[src/rtl/pf_npc.sv]
// Pre-fetch next-PC generator: chooses the next fetch address and holds one pending redirect while the pc is stalled.
// Optional redirect counter is built only when PF_REDIRECT_CNT_EN is defined; otherwise redirect_cnt is tied to 0.
module pf_npc #(
  parameter logic [31:0] EXC_VECTOR = 32'hbfc0_0380,
  parameter int          CNT_W      = 32
) (
  input  logic             clk,
  input  logic             rst,
  input  logic [31:0]      PC,
  input  logic             pc_wr,
  input  logic             exc_flush,
  input  logic             eret_flush,
  input  logic [31:0]      epc,
  input  logic             br_taken,
  input  logic [31:0]      br_target,
  output logic [31:0]      NPC,
  output logic             PF_AdEL,
  output logic             redirect,
  output logic             pend_valid,
  output logic [CNT_W-1:0] redirect_cnt
);

  typedef enum logic {IDLE, HOLD} state_t;
  typedef enum logic [1:0] {KIND_BR = 2'd0, KIND_ERET = 2'd1, KIND_EXC = 2'd2} kind_t;

  state_t      state, state_nxt;
  kind_t       pend_kind, pend_kind_nxt, live_kind;
  logic [31:0] pend_addr, pend_addr_nxt, live_addr;
  logic        live_valid, use_live, consume;

  // Only the highest-priority live request survives; the others are dropped.
  always_comb begin
    live_valid = exc_flush | eret_flush | br_taken;
    live_kind  = KIND_BR;
    live_addr  = br_target;
    if (exc_flush) begin
      live_kind = KIND_EXC;
      live_addr = EXC_VECTOR;
    end else if (eret_flush) begin
      live_kind = KIND_ERET;
      live_addr = epc;
    end
  end

  // Handshake: NPC is offered every cycle; the pc register takes it on a clk
  // edge with pc_wr=1. A redirect offered while pc_wr=0 is parked in HOLD.
  always_comb begin
    use_live   = live_valid && ((state == IDLE) || (live_kind > pend_kind));
    pend_valid = (state == HOLD);
    if (use_live)        NPC = live_addr;
    else if (pend_valid) NPC = pend_addr;
    else                 NPC = PC + 32'd4;
    redirect = use_live | pend_valid;
    PF_AdEL  = (NPC[1:0] != 2'b00);
    consume  = redirect & pc_wr;
  end

  always_comb begin
    state_nxt     = state;
    pend_kind_nxt = pend_kind;
    pend_addr_nxt = pend_addr;
    case (state)
      IDLE: begin
        if (live_valid && !pc_wr) begin
          state_nxt     = HOLD;
          pend_kind_nxt = live_kind;
          pend_addr_nxt = live_addr;
        end
      end
      HOLD: begin
        if (pc_wr) begin
          state_nxt     = IDLE;
          pend_kind_nxt = KIND_BR;
          pend_addr_nxt = 32'd0;
        end else if (use_live) begin
          pend_kind_nxt = live_kind;
          pend_addr_nxt = live_addr;
        end
      end
      default: state_nxt = IDLE;
    endcase
  end

  always_ff @(posedge clk or negedge rst) begin
    if (!rst) begin
      state     <= IDLE;
      pend_kind <= KIND_BR;
      pend_addr <= 32'd0;
    end else begin
      state     <= state_nxt;
      pend_kind <= pend_kind_nxt;
      pend_addr <= pend_addr_nxt;
    end
  end

`ifdef PF_REDIRECT_CNT_EN
  // Saturating count of redirects actually taken by the pc register.
  always_ff @(posedge clk or negedge rst) begin
    if (!rst)                               redirect_cnt <= '0;
    else if (consume && (redirect_cnt != '1)) redirect_cnt <= redirect_cnt + 1'b1;
  end
`else
  assign redirect_cnt = '0;
  logic unused_consume;
  assign unused_consume = consume;
`endif

endmodule

[config.mk]
export PLATFORM = sky130hd
export DESIGN_NAME = pf_npc
export DESIGN_NICKNAME = d
export VERILOG_FILES = /design/src/rtl/pf_npc.sv
export SDC_FILE = /design/constraint.sdc
export NUM_CORES = 1
export LEC_CHECK = 0
export BUFFER_PORTS_ARGS = -buffer_cell sky130_fd_sc_hd__buf_4
export CORE_ASPECT_RATIO = 0.8
export CORE_MARGIN = 2
export CORE_UTILIZATION = 42
export DETAILED_ROUTE_END_ITERATION = 8
export GPL_TIMING_DRIVEN = 0
export HOLD_SLACK_MARGIN = 0.06
export PLACE_DENSITY = 0.81
export SLEW_MARGIN = 0
export SYNTH_ARGS = -nofsm -noshare
export SYNTH_HDL_FRONTEND = slang
export SYNTH_SLANG_ARGS = --single-unit
[constraint.sdc]
create_clock -name clk -period 2.2 [get_ports clk]
set_input_delay 0.22 -clock clk [delete_from_list [all_inputs] [get_ports clk]]
set_output_delay 0.22 -clock clk [all_outputs]
set_load 0.01 [all_outputs]
* After elaboration in Yosys (flattened, before gate mapping)
Cells that the tools add are included.
Storage, ports and cells: register bits 35
Cells by class: reductions and logical operators 6, bitwise logic cells 4, muxes and demuxes 17, magnitude comparators 1, add/sub/neg operators 1, eq/ne operators 2
Operator list (count):
- $mux 32 | 7
- $pmux 32 s2 | 1
- $add 32x3->32 const B | 1
- $mux 2 | 4
- $pmux 2 s2 | 1
- $mux 1 | 3
- $ne 3x2->1 const B | 1
- $or 1x1->1 | 3
- $gt 2x2->1 | 1
- $logic_and 1x1->1 | 2
- $ne 2x1->1 const B | 1
- $pmux 1 s2 | 1
- $reduce_and 2->1 | 1
- $reduce_bool 2->1 | 1
- $logic_not 1->1 | 1
- $logic_or 1x1->1 | 1
- $not 1->1 | 1

* Longest topological paths before layout
word-level depth 8, depth in mapped cells 11

* Worst setup path before layout
Ideal clock, no wire load.
kind input to output, start input eret_flush, end output PF_AdEL, arrival time 2.223 ns, path buffers 2, setup slack -0.243 ns, data required time 1.980 ns, stages 9, cell sequence buf_2 > clkbuf_1 > nand2b_1 > ha_1 > nand3_1 > o31ai_2 > or2_1 > mux2_1 > or3b_1
On the way: word-level cells in the longest chain between the ends 7, elaborated cells between the ends (all ways) 11, classes of those cells order compare (1); mux (5); bitwise (2); reduce/logical (3)
Ends and longest elaborated chain:
- from (decl) | RTL line 12 | input logic eret_flush,
- $mux 1 | RTL line 39 | end else if (eret_flush) begin
- $mux 2 | RTL line 36 | if (exc_flush) begin
- $gt 2x2->1 | RTL line 48 | use_live = live_valid && ((state == IDLE) || (live_kind > pend_kind));
- $logic_or 1x1->1 | RTL line 48
- $logic_and 1x1->1 | RTL line 48
- $mux 32 * | RTL line 50 | if (use_live) NPC = live_addr;
- via NPC[1] | RTL line 16 | output logic [31:0] NPC,
- $reduce_bool 2->1 * | RTL line 54 | PF_AdEL = (NPC[1:0] != 2'b00);
- to (decl) | RTL line 17 | output logic PF_AdEL,
Mark *: on every way through the listed nets, which the timed path passes. The rest lies on a longest branch.

* Worst setup path in the final report
start register pend_kind[1], end output NPC[12]
On the way: word-level cells in the longest chain between the ends 4
Ends and longest elaborated chain:
- from (decl) | RTL line 27 | kind_t pend_kind, pend_kind_nxt, live_kind;
- from (signal assigned) | RTL line 91 | pend_kind <= pend_kind_nxt;
- $gt 2x2->1 | RTL line 48
- $logic_or 1x1->1 | RTL line 48
- $logic_and 1x1->1 | RTL line 48
- $mux 32 | RTL line 50
- to (decl) | RTL line 16
Every way passes these cells.

==> tab_implementation.tex <==
\begin{tabular}{lr}
\hline
Metric & Value \\
\hline
\multicolumn{2}{l}{\textbf{Status}} \\
\quad Status & finished, violations left \\
\quad Violated checks & negative setup slack \\
\multicolumn{2}{l}{\textbf{Clocking}} \\
\quad Clock tree from TritonCTS & built \\
\quad Maximum buffer depth of the clock tree & 2 \\
\quad Number of clock buffers inserted by TritonCTS & 5 \\
\quad Clock Tree Root & sky130\_fd\_sc\_hd\_\_clkbuf\_8 \\
\quad Number of H-tree levels & 2 \\
\quad Clock insertion delay at the later pin of the skew report & 0.29 ns \\
\quad Worst-path clk slew & 0.08 ns \\
\quad Total clock sinks & 35 \\
\multicolumn{2}{l}{\textbf{Timing}} \\
\quad Minimum hold slack & 0.146 ns \\
\quad Maximum clock frequency & 0.401 GHz \\
\quad Crit path setup slack, layout & -0.291 ns \\
\quad Relative slew margins & 0.588 \\
\quad Count of final hold-check violations & 0 \\
\quad Unrepaired setup endpoints after global routing & true \\
\quad Final setup violating endpoints & 33 \\
\quad Final period demand of the worst path & 2.49 ns \\
\quad Period Utilization, post-route & 1.13 \\
\quad Actual slew at the worst max-slew pin & 0.615 ns \\
\quad Fin Clk Skew & 0.00655 ns \\
\quad Number of max-slew violations in the final report & 0 \\
\multicolumn{2}{l}{\textbf{Floorplan}} \\
\quad Top-level port count & 169 \\
\quad Initial Utilization & 0.434 \\
\quad Area of the core & 0.00739 mm² \\
\quad Die Area & 0.00836 mm² \\
\quad Floorplan row count & 28 \\
\quad Die W & 102 µm \\
\quad Die span in y & 82.2 µm \\
\multicolumn{2}{l}{\textbf{Drt}} \\
\quad Vias after detailed routing & 3897 \\
\quad Wire length after detailed routing & 13000 µm \\
\quad Wire length per cell & 18.9 µm \\
\quad Antenna-violating nets left & 0 \\
\quad Drt first pass iters & 5 \\
\quad Vias per inst & 5.68 \\
\quad Residual DRC & 0 \\
\quad Number of DRC violations after detailed-routing iteration 0 & 382 \\
\multicolumn{2}{l}{\textbf{GRT}} \\
\quad First-pass GRT wire length & 18900 µm \\
\quad Aggregate global routing overflow & 0 \\
\quad Global routing usage summed across all routing layers & 0.294 \\
\quad Initial antenna violation count & 0 \\
\quad Number of global-route vias before repair & 3687 \\
\quad Pin count of the biggest net entering global routing & 36 \\
\multicolumn{2}{l}{\textbf{Critical path}} \\
\quad Category of the worst setup path launch point & flop \\
\quad Required time worst endpoint & 1.98 ns \\
\quad Arr. time, crit path & 2.27 ns \\
\quad Critical path capture point type & output pin \\
\quad Maximum fanout along the worst path & 6 \\
\quad Worst Path Class, Setup & flop to output pin \\
\multicolumn{2}{l}{\textbf{Worst hold path}} \\
\quad Worst hold path type & input port to flop \\
\multicolumn{2}{l}{\textbf{Placed design}} \\
\quad Routability-driven placement congestion ratio & 0.907 \\
\quad Port-buffer cells & 135 \\
\quad HPWL after detailed placement & 8890 µm \\
\quad Dpl ws & -0.410 ns \\
\multicolumn{2}{l}{\textbf{Synthesis}} \\
\quad Avg Inst Size Synth & 8.18 µm² \\
\quad Post-Synthesis Cells & 392 \\
\quad Unique masters post-synth & 47 \\
\quad Area of the mapped netlist & 0.00321 mm² \\
\quad Fraction of registers with async set/reset & 1.00 \\
\quad Register bit count reported by yosys & 35 \\
\quad Part of the Yosys area used for sequential elements & 0.273 \\
\quad Dominant register cell in the synthesized netlist & sky130\_fd\_sc\_hd\_\_dfrtp\_1 \\
\quad Number of enable-type register cells in the synthesized netlist & 0 \\
\quad Yosys warning total & 0 \\
\multicolumn{2}{l}{\textbf{Run}} \\
\quad Max Cap Viol & 0 \\
\multicolumn{2}{l}{\textbf{Layout}} \\
\quad Layout overhead on the synthesized area & 61.7\% \\
\quad Nets & 685 \\
\quad Share of cells above drive strength 1 & 0.468 \\
\quad Commonest non-fill, non-tap cell in the layout & sky130\_fd\_sc\_hd\_\_buf\_4 \\
\quad Diodes inserted & 0 \\
\quad Most frequent cells in the layout & sky130\_fd\_sc\_hd\_\_buf\_4 (168), sky130\_fd\_sc\_hd\_\_nor2\_1 (39), sky130\_fd\_sc\_hd\_\_dfrtp\_1 (34) \\
\quad Post-Route Utilization & 0.702 \\
\multicolumn{2}{l}{\textbf{Pwr}} \\
\quad Maximum vdd ir drop & 0.351 mV \\
\quad Cell area power density & 708 mW/mm² \\
\quad Leakage & 2.42 nW \\
\hline
\end{tabular}
==> through the flow <==
stage | cell area (µm²) | cells | power (mW) | TNS (ns)
after floorplan | 3340 | 423 | 1.76 | 0
after global placement | 4480 | 663 | 2.44 | -10.24
after detailed placement | 4480 | 663 | 2.48 | -11.89
after CTS | 5070 | 686 | 3.48 | -4.47
after global routing | 5190 | 686 | 3.82 | -6.87
final | 5190 | 686 | 3.67 | -5.49
==> critical path: stages, from the launching register on <==
cell and delay (ns):
sky130_fd_sc_hd__dfrtp_1 0.40, sky130_fd_sc_hd__inv_2 0.08, sky130_fd_sc_hd__ha_4 0.31, sky130_fd_sc_hd__a211oi_4 0.07, sky130_fd_sc_hd__buf_4 0.15, sky130_fd_sc_hd__buf_6 0.11, sky130_fd_sc_hd__nor2_4 0.19, sky130_fd_sc_hd__buf_4 0.20
sky130_fd_sc_hd__nor3_1 0.07, sky130_fd_sc_hd__a211oi_2 0.24, sky130_fd_sc_hd__buf_4 0.16
==> cell usage after synthesis (13+ instances only) <==
cell type | instances | area share
sky130_fd_sc_hd__a211oi_1 | 18 | 0.042
sky130_fd_sc_hd__a22o_1 | 21 | 0.057
sky130_fd_sc_hd__buf_4 | 32 | 0.075
sky130_fd_sc_hd__clkbuf_1 | 13 | 0.015
sky130_fd_sc_hd__dfrtp_1 | 35 | 0.27
sky130_fd_sc_hd__mux2i_1 | 23 | 0.072
sky130_fd_sc_hd__nand2_1 | 17 | 0.020
sky130_fd_sc_hd__nand3_1 | 21 | 0.033
sky130_fd_sc_hd__nand4_1 | 15 | 0.029
sky130_fd_sc_hd__nor2_1 | 45 | 0.053
sky130_fd_sc_hd__o21ai_0 | 15 | 0.023
sky130_fd_sc_hd__xor2_1 | 13 | 0.035
==> cell type report <==
type	count	area (µm²)
timing repair buffer	152	1230
tap	105	131
buffer	57	432
inverter	8	32.5
fill	558	2200
clock inverter	1	7.51
multi-input combinational	321	2380
clock buffer	7	96.3
sequential	35	877
==> routing by layer <==
layer | global-route usage | vias to the layer above | share of wire
met4 | 0.0919 | 0 | 0.027
met3 | 0.0606 | 50 | 0.11
met2 | 0.503 | 295 | 0.49
met1 | 0.374 | 1800 | 0.38
met5 | 0 | - | 0
li1 | - | 1752 | -
==> cell families after synthesis <==
logic type,after synthesis,share of synthesized area
mux,25,0.0788
buf+inv,67,0.121
xor+xnor,24,0.0655
fa+ha+maj,3,0.0117
flops,35,0.273
simple gates,137,0.215
compound gates,100,0.234
other cells,1,0.00117
==> report_power, final <==
| group | leakage [nW] | internal [mW] | total (mW) | switching, mW |
|---|---|---|---|---|
| registers | 0.449 | 0.790 | 0.899 | 0.109 |
| clock network | 0.0505 | 0.285 | 0.541 | 0.256 |
| logic | 1.92 | 1.11 | 2.23 | 1.12 |
| total | 2.42 | 2.18 | 3.67 | 1.49 |
==> flip-flops by register name (all words and copies together), names as in the netlist <==
register / cells
pend_kind: 2
pend_valid: 1
pend_addr: 32
==> final timing paths <==
check / slack, ns / endpoint / cells past startpoint / startpoint
setup / recovery: -0.29 / NPC[12] / 10 / pend_kind[1]
hold / removal: 0.15 / pend_valid / 2 / pc_wr
setup reg to reg: 0.02 / pend_addr[31] / 9 / pend_kind[1]
hold reg to reg: 0.50 / pend_addr[11] / 1 / pend_addr[11]
max in group asynchronous: 1.41 / pend_valid / 2 / rst
min in group asynchronous: 0.43 / pend_addr[21] / 2 / rst
==> repair_timing <==
item                       4_1_cts  5_1_grt
cloned                           3        0
gates resized for setup         95       38
setup endpoints to repair       34       66
pin swaps                       23       20
hold endpoints to repair        35        0
buffers inserted                11        3
hold buffers                     1        0
Note: power is estimated with default switching activity, not from simulation.
